<file path="src/rtl/pl_io_port_bank.sv">
// pl_io_port_bank: multi-channel I/O port unit for the pipelined core.
// Each input channel is synchronised, and every change of its value is logged
// into a small per-channel capture FIFO. The core reads a channel from that FIFO,
// or sees the live value when the FIFO is empty. Output channels are plain
// registers written by the core, and each write raises a one-cycle strobe.
module pl_io_port_bank #(
  parameter int DATA_W      = 8,
  parameter int N_CH        = 2,
  parameter int SYNC_STAGES = 2,
  parameter int FIFO_DEPTH  = 4,
  parameter int ADDR_W      = $clog2(N_CH + 1)
) (
  input  logic                   clk_f,
  input  logic                   rst_n,
  input  logic [ADDR_W-1:0]      io_addr,
  input  logic                   io_wr,
  input  logic                   io_rd,
  input  logic [DATA_W-1:0]      io_wdata,
  output logic [DATA_W-1:0]      io_rdata,
  output logic                   io_rvalid,
  output logic                   io_rempty,
  input  logic [N_CH*DATA_W-1:0] in_port,
  output logic [N_CH*DATA_W-1:0] out_port,
  output logic [N_CH-1:0]        out_strobe,
  output logic                   irq
);

  localparam int PTR_W = $clog2(FIFO_DEPTH);
  localparam int CNT_W = PTR_W + 1;

  // Stage 0 takes the pin and stage SYNC_STAGES-1 is the settled value.
  logic [SYNC_STAGES-1:0][DATA_W-1:0] sync_q [N_CH];
  logic [DATA_W-1:0]                  sync_s [N_CH];
  logic [DATA_W-1:0]                  last_q [N_CH];

  logic [DATA_W-1:0] mem_q    [N_CH][FIFO_DEPTH];
  logic [PTR_W-1:0]  wr_ptr_q [N_CH];
  logic [PTR_W-1:0]  rd_ptr_q [N_CH];
  logic [CNT_W-1:0]  cnt_q    [N_CH];

  logic [N_CH-1:0] ovf_q, ovf_d;
  logic [N_CH-1:0] chg, full, pop, do_push, ovf_set, nonempty;
  logic            ovf_clr;

  logic [DATA_W-1:0]      rdata_q, rdata_d;
  logic                   rvalid_q;
  logic                   rempty_q, rempty_d;
  logic [N_CH*DATA_W-1:0] out_q;
  logic [N_CH-1:0]        strobe_q, strobe_d;
  logic                   irq_q;

  // Expose the settled synchroniser output of each channel.
  always_comb begin
    for (int c = 0; c < N_CH; c++) begin
      sync_s[c] = sync_q[c][SYNC_STAGES-1];
    end
  end

  // Read decode: choose the data source and decide whether the FIFO head is consumed.
  always_comb begin
    rdata_d  = '0;
    rempty_d = 1'b0;
    ovf_clr  = 1'b0;
    pop      = '0;
    if (io_rd) begin
      for (int c = 0; c < N_CH; c++) begin
        if (io_addr == ADDR_W'(c)) begin
          if (cnt_q[c] != '0) begin
            rdata_d = mem_q[c][rd_ptr_q[c]];
            pop[c]  = 1'b1;
          end else begin
            rdata_d  = sync_s[c];
            rempty_d = 1'b1;
          end
        end
      end
      if (io_addr == ADDR_W'(N_CH)) begin
        rdata_d = DATA_W'(ovf_q);
        ovf_clr = 1'b1;
      end
    end
  end

  // Capture decisions. When the FIFO is full, a push is accepted only if a pop
  // frees the head slot in the same cycle. A new overflow beats the clear that a
  // status read applies in that cycle.
  always_comb begin
    chg      = '0;
    full     = '0;
    do_push  = '0;
    ovf_set  = '0;
    nonempty = '0;
    for (int c = 0; c < N_CH; c++) begin
      chg[c]      = (sync_s[c] != last_q[c]);
      full[c]     = (cnt_q[c] == CNT_W'(FIFO_DEPTH));
      do_push[c]  = chg[c] & (~full[c] | pop[c]);
      ovf_set[c]  = chg[c] & full[c] & ~pop[c];
      nonempty[c] = (cnt_q[c] != '0);
    end
    ovf_d = (ovf_q & ~{N_CH{ovf_clr}}) | ovf_set;
  end

  // Write decode: an address outside the channel range produces no strobe.
  always_comb begin
    strobe_d = '0;
    for (int c = 0; c < N_CH; c++) begin
      strobe_d[c] = io_wr & (io_addr == ADDR_W'(c));
    end
  end

  // Synchronisers, change detection and the capture FIFOs.
  always_ff @(posedge clk_f or negedge rst_n) begin
    if (!rst_n) begin
      for (int c = 0; c < N_CH; c++) begin
        sync_q[c]   <= '0;
        last_q[c]   <= '0;
        wr_ptr_q[c] <= '0;
        rd_ptr_q[c] <= '0;
        cnt_q[c]    <= '0;
        for (int i = 0; i < FIFO_DEPTH; i++) begin
          mem_q[c][i] <= '0;
        end
      end
      ovf_q <= '0;
    end else begin
      for (int c = 0; c < N_CH; c++) begin
        sync_q[c] <= {sync_q[c][SYNC_STAGES-2:0], in_port[c*DATA_W +: DATA_W]};
        // The last value follows every change, even a dropped one, so a held value is logged only once.
        if (chg[c]) begin
          last_q[c] <= sync_s[c];
        end
        if (do_push[c]) begin
          mem_q[c][wr_ptr_q[c]] <= sync_s[c];
          wr_ptr_q[c]           <= wr_ptr_q[c] + PTR_W'(1);
        end
        if (pop[c]) begin
          rd_ptr_q[c] <= rd_ptr_q[c] + PTR_W'(1);
        end
        if (do_push[c] && !pop[c]) begin
          cnt_q[c] <= cnt_q[c] + CNT_W'(1);
        end else if (!do_push[c] && pop[c]) begin
          cnt_q[c] <= cnt_q[c] - CNT_W'(1);
        end
      end
      ovf_q <= ovf_d;
    end
  end

  // Registered bus responses, output pins, strobes and the interrupt.
  always_ff @(posedge clk_f or negedge rst_n) begin
    if (!rst_n) begin
      rdata_q  <= '0;
      rvalid_q <= 1'b0;
      rempty_q <= 1'b0;
      out_q    <= '0;
      strobe_q <= '0;
      irq_q    <= 1'b0;
    end else begin
      rdata_q  <= rdata_d;
      rvalid_q <= io_rd;
      rempty_q <= rempty_d;
      strobe_q <= strobe_d;
      irq_q    <= |nonempty;
      for (int c = 0; c < N_CH; c++) begin
        if (strobe_d[c]) begin
          out_q[c*DATA_W +: DATA_W] <= io_wdata;
        end
      end
    end
  end

  assign io_rdata   = rdata_q;
  assign io_rvalid  = rvalid_q;
  assign io_rempty  = rempty_q;
  assign out_port   = out_q;
  assign out_strobe = strobe_q;
  assign irq        = irq_q;

endmodule
</file>
<file path="config.mk">
export PLATFORM = sky130hd
export DESIGN_NAME = pl_io_port_bank
export DESIGN_NICKNAME = d
export VERILOG_FILES = /design/src/rtl/pl_io_port_bank.sv
export SDC_FILE = /design/constraint.sdc
export NUM_CORES = 1
export LEC_CHECK = 0
export ABC_AREA = 1
export CAP_MARGIN = 40
export CORE_UTILIZATION = 30
export DETAILED_ROUTE_END_ITERATION = 10
export HOLD_SLACK_MARGIN = 0.15
export PLACE_DENSITY_LB_ADDON = 0.3
export SYNTH_ARGS = -nofsm -noshare
export SYNTH_HDL_FRONTEND = slang
export SYNTH_SLANG_ARGS = --single-unit
export TNS_END_PERCENT = 50
</file>
<file path="constraint.sdc">
create_clock -name clk_f -period 3 [get_ports clk_f]
set_input_delay 0.6 -clock clk_f [delete_from_list [all_inputs] [get_ports clk_f]]
set_output_delay 0.6 -clock clk_f [all_outputs]
set_load 0.01 [all_outputs]
</file>
# Word-level counts from Yosys, hierarchy flattened
# Index checks and enable logic that the tools add are counted.
[word_totals]
reg_bits = 157
[op_classes]
addsub = 8
order_cmp = 6
n_eq_ne = 6
n_mux = 34
bitwise = 21
n_reduce_logical = 16
[ops]
columns = ["op", "n"]
rows = [
  ["$mux 8", 12],
  ["$bwmux 32", 2],
  ["$bmux 8 s2", 2],
  ["$demux 8 s2", 2],
  ["$ne 8x8->1", 2],
  ["$ge 3x3->1 const B", 4],
  ["$mux 3", 4],
  ["$not 2->3", 4],
  ["$mux 1", 11],
  ["$add 2x1->2 const B", 4],
  ["$and 1x1->1", 8],
  ["$add 3x1->3 const B", 2],
  ["$eq 3x3->1 const B", 2],
  ["$logic_and 1x1->1", 6],
  ["$lt 3x1->1 const B", 2],
  ["$reduce_bool 3->1", 2],
  ["$sub 3x1->3 const B", 2],
  ["$logic_not 1->1", 4],
  ["$not 1->1", 4],
  ["$reduce_bool 2->1", 2],
  ["$and 2x2->2", 1],
  ["$eq 2x1->1 const B", 1],
  ["$eq 2x2->1 const B", 1],
  ["$logic_not 2->1", 1],
  ["5 further kinds", 6],
]

# Longest topological paths before layout
# Gate-level depths: netlist of run 1.
[logic_depth]
word_depth = 10
depth_mapped = 16
ltp_nobuf = 14

# Worst setup path after synthesis of run 1
# OpenSTA, ideal clock, no wires.
[synth_timing]
path_kind = "input to register"
startpoint = "input port io_addr[1]"
endpoint = "register cnt_q[5] (netlist bit)"
setup_ps = 131
t_arrival_ps = 2164
required_time_ps = 2869
path_slack_ps = 705
cell_stages = 12
n_path_buf = 1
cell_sequence = "nor2_2 -> nand3_4 -> nand3_4 -> buf_8 -> nand2_1 -> inv_2 -> ha_1 -> inv_1 -> fa_1 -> a21oi_1 -> o21ai_0 -> xor2_1"
[synth_via]
elab_chain_len = 8
word_cells_on_any_way = 11
cone_classes = "3 x mux; 2 x bitwise; 6 x reduce/logical"
[synth_lines]
columns = ["element", "line", "rtl"]
rows = [
  ["start: declaration", "15", "input logic [ADDR_W-1:0] io_addr,"],
  ["$logic_not 2->1 *", "67", "if (io_addr == ADDR_W'(c)) begin"],
  ["$mux 1 *", "67", ""],
  ["$mux 2 *", "65", "if (io_rd) begin"],
  ["$or 1x1->1 *", "96", "do_push[c] = chg[c] & (~full[c] | pop[c]);"],
  ["$and 1x1->1 *", "96", ""],
  ["named net do_push[0]", "42", "logic [N_CH-1:0] chg, full, pop, do_push, ovf_set, nonempty;"],
  ["$logic_not 1->1", "141", "end else if (!do_push[c] && pop[c]) begin"],
  ["$logic_and 1x1->1", "141", ""],
  ["$reduce_bool 2->1 (no line)", "--", ""],
  ["end signal: indexed assignment", "140", "cnt_q[c] <= cnt_q[c] + CNT_W'(1);"],
  ["end signal: indexed assignment", "142", "cnt_q[c] <= cnt_q[c] - CNT_W'(1);"],
  ["end: declaration", "39", "logic [CNT_W-1:0] cnt_q [N_CH];"],
]
# The timed path passes the listed nets; every way through them passes the cells marked *.
# A chain may end at the register's enable or synchronous reset.

# Worst setup path in the final report of run 1
[layout_timing]
startpoint = "input port io_rd"
endpoint = "register cnt_q[5] (netlist bit)"
[layout_via]
elab_chain_len = 6
word_cells_on_any_way = 9
cone_classes = "2 x mux; 2 x bitwise; 5 x reduce/logical"
[layout_lines]
columns = ["element", "line", "rtl"]
rows = [
  ["start: declaration", "17", "input logic io_rd,"],
  ["$mux 2 *", "65", ""],
  ["$or 1x1->1 *", "96", ""],
  ["$and 1x1->1 *", "96", ""],
  ["named net do_push[0]", "42", ""],
  ["$logic_not 1->1", "141", ""],
  ["$logic_and 1x1->1", "141", ""],
  ["$reduce_bool 2->1 (no line)", "--", ""],
]
# Marks and branches as above.

==> results of run 1 <==
==> logic make-up (layout without fill, tap and decap cells) <==
group	after synthesis	after routing	synth area share, %
XOR/XNOR	16	16	2.010
AND/OR/NAND/NOR	375	375	24.65
AO/OA/AOI/OAI	78	78	5.959
buffers and inverters	116	155	8.329
flip-flops	157	157	56.36
multiplexers	2	2	0.3231
adder cells (fa/ha/maj)	12	12	2.369
==> report_power, final <==
part           total [mW]  switching (mW)  internal, mW
Sequential           3.23           0.475          2.75
Combinational        2.46            1.50         0.955
Clock                2.06           0.910          1.15
Total                7.75            2.89          4.86
==> area by class of cell <==
class                           count  share of cell area [%]
Clock inverter                     14                   1.664
Multi-Input combinational cell    483                   30.03
Clock buffer                       17                   5.191
Sequential cell                   157                   47.94
Tap cell                          285                   4.351
Timing Repair Buffer               70                   8.351
Inverter                           54                   2.473
==> state kept, by name (all words and copies together) (netlist names) <==
register / count
mem_q: 64
sync_q: 32
last_q: 16
out_port: 16
io_rdata: 8
cnt_q: 6
rd_ptr_q: 4
wr_ptr_q: 4
out_strobe: 2
ovf_q: 2
io_rempty: 1
io_rvalid: 1
irq: 1
==> routing by layer <==
| metal | track usage [%] | routed length (microns) | vias to the layer above |
|---|---|---|---|
| met4 | 6.318 | 323 | 0 |
| li1 | - | - | 2500 |
| met3 | 4.035 | 1059 | 25 |
| met2 | 21.72 | 6990 | 162 |
| met5 | 0 | 0 | - |
| met1 | 19.39 | 7431 | 2330 |
==> path summary, 6_finish.rpt <==
| path | from | end | depth (start not counted) | slack [ns] |
|---|---|---|---|---|
| max | io_rd | cnt_q[5] | 11 | 0.67 |
| max in group asynchronous | rst_n | last_q[2] | 2 | 2.10 |
| min in group clk_f | sync_q[19] | sync_q[27] | 0 | 0.35 |
| min | rst_n | sync_q[20] | 1 | 0.15 |
| min reg2reg | sync_q[19] | sync_q[27] | 0 | 0.35 |
| max reg2reg | sync_q[24] | cnt_q[5] | 14 | 0.73 |
==> Yosys cell counts (8+ instances only) <==
cell type | number | area (sq um)
buf_2 | 12 | 60.06
nand4_1 | 64 | 400.4
nor2_1 | 36 | 135.1
o21ai_1 | 11 | 55.05
a21oi_1 | 18 | 90.09
o21ai_0 | 35 | 175.2
clkbuf_2 | 8 | 40.04
xnor2_1 | 10 | 87.58
nand2_1 | 235 | 882.1
inv_1 | 49 | 183.9
buf_6 | 12 | 135.1
nand3_1 | 20 | 100.1
clkbuf_1 | 24 | 90.09
dfrtp_1 | 157 | 3929
ha_1 | 10 | 125.1
==> placed cells by master, fill, tap and decap left out, types with 11 or more instances in the layout <==
master	instances
o21ai_0	35
nand3_1	20
clkbuf_16	17
nand2_1	235
o21ai_1	11
nor2_1	36
nand4_1	64
buf_4	11
dfrtp_1	157
inv_1	49
clkdlybuf4s50_1	57
a21oi_1	18
==> worst reg2reg max path, cell delays in order (launching register included) <==
cell and delay [ns]:
dfrtp_1 0.53, inv_1 0.07, nand2_1 0.07, nand2_1 0.05, nand2_1 0.11, nor2_1 0.05, nand2_1 0.10, nand2_1 0.11
inv_2 0.07, ha_1 0.14, inv_1 0.06, fa_1 0.37, a21oi_1 0.15, o21ai_0 0.11, xor2_1 0.15
==> through the flow <==
step	util [%]	power, mW	hold WS, ns	std cells
after floorplan	-	5.016	0.3044	756
after global placement	33.61	5.693	0.3321	1049
after detailed placement	33.61	5.731	0.3347	1049
after CTS	36.09	7.821	0.1694	1080
after global routing	36.09	8.362	0.1888	1080
final	36.09	7.748	0.1546	1080
==> impl_metrics.csv, run 1 <==
group,metric,value,unit
clocking,path_clk_slew,0.06,ns
synth,synthArstFlopShare,100.0,%
timing,fin_tns_setup,0,ns
route,vias,5017,
clocking,holdBufCountCts,0,
worst_setup_path,crit_type,"input port to flop",
placement,place_ws,0.2167,ns
outcome,outcome,"finished, final reports clean",
route,vias_per_cell,4.645,
synth,synth_edf_count,0,
floorplanning,die_area,23850,sq um
synth,synthCells,756,
floorplanning,coreArea,22710,sq um
clocking,htreeDepth,4,
grt,grtUsageTotal,14.44,%
floorplanning,die_h,154.4,microns
layout,fill_cells,2323,
route,drt_iter0_markers,259,
grt,grt_pass1_vias,5023,
layout,multi_input_area,2461,sq um
clocking,cts.sinks,157,
placement,place.gp.congestion,0.7618,
route,drc,0,
worst_setup_path,cpPeakStageDelay,0.64,ns
clocking,ctsResizeCount,0,
floorplanning,rows,55,
flow_run,maxCapViolCount,0,
synth,synth_area,6970,sq um
power,leakagePower,3.947,nW
timing,tightest_slew,0.6182,ns
floorplanning,io_pins,59,
route,final_antenna_net_count,0,
layout,syn_to_final_growth,17.57,%
route,finalWirelength,15800,microns
placement,dp_hpwl,10740,microns
synth,ys_seq_area_share,56.36,%
timing,max_slew_margin,58.79,%
clocking,cts_setup_buffers,0,
worst_setup_path,critical_path_arrival,2.64,ns
placement,placed_cell_area,7634,sq um
worst_setup_path,crit_family,"buffers and inverters",
synth,ys_seq_elements,157,
layout,regArea,3929,sq um
synth,ys.warnings.count,0,
worst_setup_path,critPathRequiredTime,3.31,ns
worst_setup_path,critPathCaptureType,"flop",
clocking,cts_buffers,17,
timing,max_freq,0.4295,GHz
timing,drv_slew,0,
worst_setup_path,worst_path_most_repeated_cell,"nand3_4",
grt,grt_pass1_wl,26530,microns
floorplanning,initial_core_util,30.69,%
layout,fin_nets,825,
timing,setup_violations,0,
worst_setup_path,critPathMaxFanout,5,
clocking,cts_tree,"yes",
clocking,clk_latency,0.44,ns
floorplanning,die_x,154.4,microns
timing,final.period_utilization,77.60,%
synth,synth.distinct_cells,31,
layout,fin_area,8195,sq um
worst_setup_path,path_buf_inv,3,
route,wire_per_inst,14.63,microns
grt,grt_antenna_before_repair,0,
route,dr.pass1.iters,5,
power,p_per_area,945.4,nW/um^2
timing,setup_ws,0.6719,ns
worst_setup_path,start_kind,"input port",
synth,synth.avg_cell_area,9.220,sq um
clocking,cts_root_buf,"clkbuf_16",
power,ir_drop,404.5,uV
clocking,clockBufferDepth,2,
placement,port_buffers,58,
grt,grt_max_degree,64,
timing,finalHoldViolations,0,
timing,finalCriticalPeriod,2.328,ns
timing,rsz0062_at_grt,"false",
layout,drive_gt1_share,8.805,%
synth,ys.flop_type,"dfrtp_1",
worst_setup_path,crit_path_top_delay_cell,"clkdlybuf4s50_1",
hold_path,min_path_type,"input port to asynchronous set/reset pin",
timing,clock_skew,0.006888,ns
grt,gr-total-overflow,0,
layout,antenna_cells,0,
worst_setup_path,path_cells,"clkdlybuf4s50_1 -> nand3_4 -> nand3_4 -> nand2_1 -> inv_2 -> ha_1 -> inv_1 -> fa_1 -> a21oi_1 -> o21ai_0 -> xor2_1",
synth,synth_fp_nets,798,
Note: power is estimated with default switching activity, not from simulation.
==> inputs of run 2 (changes only) <==
- clock period: 3 -> 2.13 ns (I/O delays scaled with it)
==> impl_metrics.csv, run 2 (same netlist as run 1, synthesis figures left out) <==
group,metric,value,unit
clocking,htreeDepth,4,
worst_setup_path,r2r-start,"sync_q[24]",
layout,drive_gt1_share,15.47,%
worst_setup_path,critPathRequiredTime,2.44,ns
route,wire_per_inst,14.46,microns
clocking,cts_buffers,17,
timing,drv_slew,0,
floorplanning,rows,55,
power,leakagePower,4.220,nW
clocking,path_clk_slew,0.07,ns
route,finalWirelength,16370,microns
flow_run,maxCapViolCount,0,
grt,gr-max-usage-layer,"met2",
worst_setup_path,critPathMaxFanout,2,
worst_setup_path,critical_path_arrival,2.34,ns
timing,fin_tns_setup,0,ns
floorplanning,die_h,154.4,microns
outcome,outcome,"finished, final reports clean",
hold_path,hold_start,"sync_q[21]",
power,ir_drop,566.0,uV
grt,grt_pass1_wl,27470,microns
clocking,cts.sinks,157,
worst_setup_path,crit_type,"input port to flop",
grt,grtUsageTotal,14.73,%
clocking,clk_latency,0.42,ns
floorplanning,coreArea,22710,sq um
clocking,clockBufferDepth,2,
timing,setup_violations,0,
grt,grt_max_degree,64,
floorplanning,initial_core_util,30.69,%
route,final_antenna_net_count,0,
layout,fill_cells,2292,
timing,final.period_utilization,95.41,%
layout,layout_common_cells,"nand2_1 (232), dfrtp_1 (157), nand4_1 (64)",
placement,place.gp.congestion,0.8006,
timing,finalCriticalPeriod,2.032,ns
grt,gr-total-overflow,0,
power,p_per_area,1321,nW/um^2
route,vias,5239,
route,dr.pass1.iters,5,
grt,met3_usage,4.343,%
route,drc,0,
grt,gr-usage-met1,20.44,%
layout,largest_register_ffs,64,
route,vias_per_cell,4.628,
clocking,cts_tree,"yes",
floorplanning,io_pins,59,
route,drt_iter0_markers,400,
worst_setup_path,critPathLaunch,"io_addr[1]",
timing,finalHoldViolations,0,
grt,use_met2,21.85,%
timing,rsz0062_at_grt,"true",
placement,dp_hpwl,11230,microns
layout,regMostFlops,"mem_q",
grt,grt_pass1_vias,5055,
clocking,cts_root_buf,"clkbuf_16",
worst_setup_path,start_kind,"input port",
layout,syn_to_final_growth,24.39,%
worst_setup_path,critPathCaptureType,"flop",
timing,tightest_slew,0.5036,ns
timing,max_freq,0.4921,GHz
floorplanning,die_area,23850,sq um
layout,post-route-util,38.18,%
layout,fin_nets,876,
layout,mostFrequentLayoutCell,"nand2_1",
grt,grt_antenna_before_repair,0,
placement,port_buffers,58,
hold_path,min_path_type,"flop to flop",
layout,antenna_cells,0,
timing,max_slew_margin,66.22,%
floorplanning,die_x,154.4,microns
layout,largestRegisters,"mem_q x64, sync_q x32",
timing,clock_skew,0.009612,ns
run 2: area by class of cell:
type,count,area (sq um),share of cell area (%)
repair buffers,121,1095,12.63
multi-input cells,483,2500,28.83
flip-flops and latches,157,3929,45.31
clock buffers,18,429.2,4.949
well taps,285,356.6,4.113
inverters,54,202.7,2.338
clock inverters,14,158.9,1.833
run 2: worst paths after layout:
kind	to	slack, ns	depth (start not counted)
max	cnt_q[2]	0.1	13
min in group asynchronous	mem_q[27]	0.38	2
min	sync_q[29]	0.35	0
max reg2reg	cnt_q[4]	0.12	12
max in group asynchronous	sync_q[19]	1.07	3
min reg2reg	sync_q[29]	0.35	0
run 2: metal layers:
layer  wire length (microns)  share of wire (%)  vias up
met5                       0                  0        -
met4                     290                1.8        0
met3                    1017                6.2       20
met2                    7190                 44      144
met1                    7868                 48     2480
li1                        -                  -     2595
run 2: per-stage QoR:
stage / power, mW / std cells / setup slack, ns / area [sq um] / hold WS, ns
6_report: 11.45 / 1132 / 0.09773 / 8671 / 0.3450
5_1_grt: 12.35 / 1132 / -0.05109 / 8671 / 0.3512
2_1_floorplan: 7.092 / 756 / -0.003541 / 6998 / 0.1304
3_5_place_dp: 8.406 / 1096 / -0.4028 / 8026 / 0.2517
4_1_cts: 11.49 / 1129 / 0.03204 / 8625 / 0.3488
3_3_place_gp: 8.357 / 1096 / -0.3846 / 8026 / 0.2522
run 2: worst max-delay path: stages:
cell,delay [ns]
clkdlybuf4s50_1,0.43
buf_4,0.17
nor2_8,0.11
nand3_4,0.08
nand3_2,0.08
nand2_2,0.06
inv_1,0.07
ha_2,0.17
inv_2,0.04
fa_2,0.33
a21oi_1,0.14
o21ai_1,0.09
xor2_1,0.14
run 2: report_power, final:
group	internal (mW)	switching, mW	total (mW)
clock network	1.76	1.28	3.04
logic	1.64	2.30	3.94
registers	3.88	0.598	4.47
run 2: timing repair:
action,CTS,global route
hold buffers,1,0
buffers inserted,0,3
gates resized for setup,0,11
hold endpoints to repair,121,0
endpoints found under the setup margin,0,4
==> inputs of run 3 (changes only) <==
- CTS_CLUSTER_DIAMETER: unset -> 80
- MAX_ROUTING_LAYER: unset -> met4
==> impl_metrics.csv, run 3 (same netlist as run 1, synthesis figures left out) <==
group,metric,value,unit
placement,dpl.cell_count,1096,
layout,largest_register_ffs,64,
floorplanning,io_pins,59,
grt,grt_max_degree,64,
worst_setup_path,crit_path_top_delay_cell,"clkdlybuf4s50_1",
timing,fin_tns_setup,0,ns
timing,final.period_utilization,95.32,%
layout,drive_gt1_share,15.47,%
clocking,clockBufferDepth,2,
grt,grt_pass1_wl,27390,microns
timing,rsz0062_at_grt,"true",
route,vias_per_cell,4.617,
layout,regMostFlops,"mem_q",
layout,fin_nets,876,
timing,setup_ws,0.09959,ns
outcome,outcome,"finished, final reports clean",
layout,layout_common_cells,"nand2_1 (232), dfrtp_1 (157), nand4_1 (64)",
timing,setup_violations,0,
route,drt_iter0_markers,366,
clocking,path_clk_slew,0.07,ns
placement,dp_hpwl,11230,microns
route,dr.pass1.iters,4,
power,ir_drop,568.1,uV
floorplanning,coreArea,22710,sq um
clocking,cts_root_buf,"clkbuf_16",
clocking,cts.sinks,157,
worst_setup_path,start_kind,"input port",
hold_path,min_path_type,"flop to flop",
timing,drv_slew,0,
placement,port_buffers,58,
route,vias,5226,
layout,antenna_cells,0,
layout,stdcell_count,1132,
power,leakagePower,4.220,nW
grt,grt_antenna_before_repair,0,
route,final_antenna_net_count,0,
clocking,htreeDepth,4,
route,wire_per_inst,14.49,microns
floorplanning,die_area,23850,sq um
timing,finalCriticalPeriod,2.030,ns
worst_setup_path,path_cells,"clkdlybuf4s50_1 -> buf_4 -> nor2_8 -> nand3_4 -> nand3_2 -> nand2_2 -> inv_1 -> ha_2 -> inv_2 -> fa_2 -> a21oi_1 -> o21ai_1 -> xor2_1",
placement,place.gp.congestion,0.8122,
worst_setup_path,critical_path_arrival,2.34,ns
grt,gr-total-overflow,0,
clocking,cts_buffers,17,
floorplanning,die_x,154.4,microns
timing,tightest_slew,0.5033,ns
timing,finalHoldViolations,0,
layout,syn_to_final_growth,24.39,%
route,drc,0,
placement,place_ws,-0.4028,ns
timing,max_slew_margin,66.24,%
floorplanning,die_h,154.4,microns
grt,grt_pass1_vias,5052,
layout,fin_area,8671,sq um
worst_setup_path,crit_type,"input port to flop",
worst_setup_path,critPathRequiredTime,2.44,ns
layout,largestRegisters,"mem_q x64, sync_q x32",
floorplanning,rows,55,
clocking,cts_tree,"yes",
worst_setup_path,critPathMaxFanout,2,
power,p_per_area,1320,nW/um^2
floorplanning,initial_core_util,30.69,%
timing,max_freq,0.4925,GHz
timing,clock_skew,0.009378,ns
layout,mostFrequentLayoutCell,"nand2_1",
clocking,clk_latency,0.42,ns
worst_setup_path,cpPeakStageDelay,0.43,ns
grt,grtUsageTotal,15.14,%
worst_setup_path,critPathCaptureType,"flop",
flow_run,maxCapViolCount,0,
placement,placed_cell_area,8026,sq um
route,finalWirelength,16400,microns
-- run 3: cell counts in the layout (fill, tap and decap cells not counted) --
No cell type changed its count.
-- run 3: final timing paths --
path	start	end	slack, ns	cells after the start
hold reg to reg	sync_q[21]	sync_q[29]	0.34	0
setup / recovery	io_addr[1]	cnt_q[2]	0.1	13
hold / removal	sync_q[21]	sync_q[29]	0.34	0
min in group asynchronous	rst_n	mem_q[17]	0.38	2
setup reg to reg	sync_q[24]	cnt_q[4]	0.12	12
max in group asynchronous	rst_n	sync_q[19]	1.07	3
-- run 3: repair_timing --
action                                  4_1_cts  5_1_grt
endpoints found under the setup margin        0        4
hold buffers                                  1        0
setup buffers                                 0        3
endpoints found under the hold margin       121        0
gates resized for setup                       0       11
-- run 3: per-layer routing --
layer	share of wire, %	vias up	GRT usage [%]
met3	6.2	19	4.063
met5	0	-	-
met4	1.5	0	4.950
met2	44	148	21.74
li1	-	2596	-
met1	48	2463	20.62
-- run 3: layout make-up --
class                           instances  area [sq um]
Clock buffer                           18         429.2
Tap cell                              285         356.6
Clock inverter                         14         158.9
Sequential cell                       157          3929
Timing Repair Buffer                  121          1095
Inverter                               54         202.7
Fill cell                            2292         14040
Multi-Input combinational cell        483          2500
-- run 3: metrics by stage --
stage               hold slack [ns]  power [mW]  util, %
finish                       0.3450       11.45    38.18
global route                 0.3512       12.34    38.18
floorplan                    0.1304       7.092        -
detailed placement           0.2517       8.406    35.34
global placement             0.2522       8.357    35.34
CTS                          0.3488       11.49    37.98
-- run 3: worst max-delay path, delay by kind of cell --
| kind | cells | cell delay (ns) |
|---|---|---|
| simple gates | 4 | 0.33 |
| fa+ha+maj | 2 | 0.50 |
| buf+inv | 4 | 0.71 |
| xor+xnor | 1 | 0.14 |
| compound gates | 2 | 0.23 |
-- run 3: where the power goes --
part           switching (mW)  leakage, nW  internal (mW)
registers               0.594         1.91           3.88
clock network            1.28        0.293           1.75
logic                    2.30         2.02           1.64
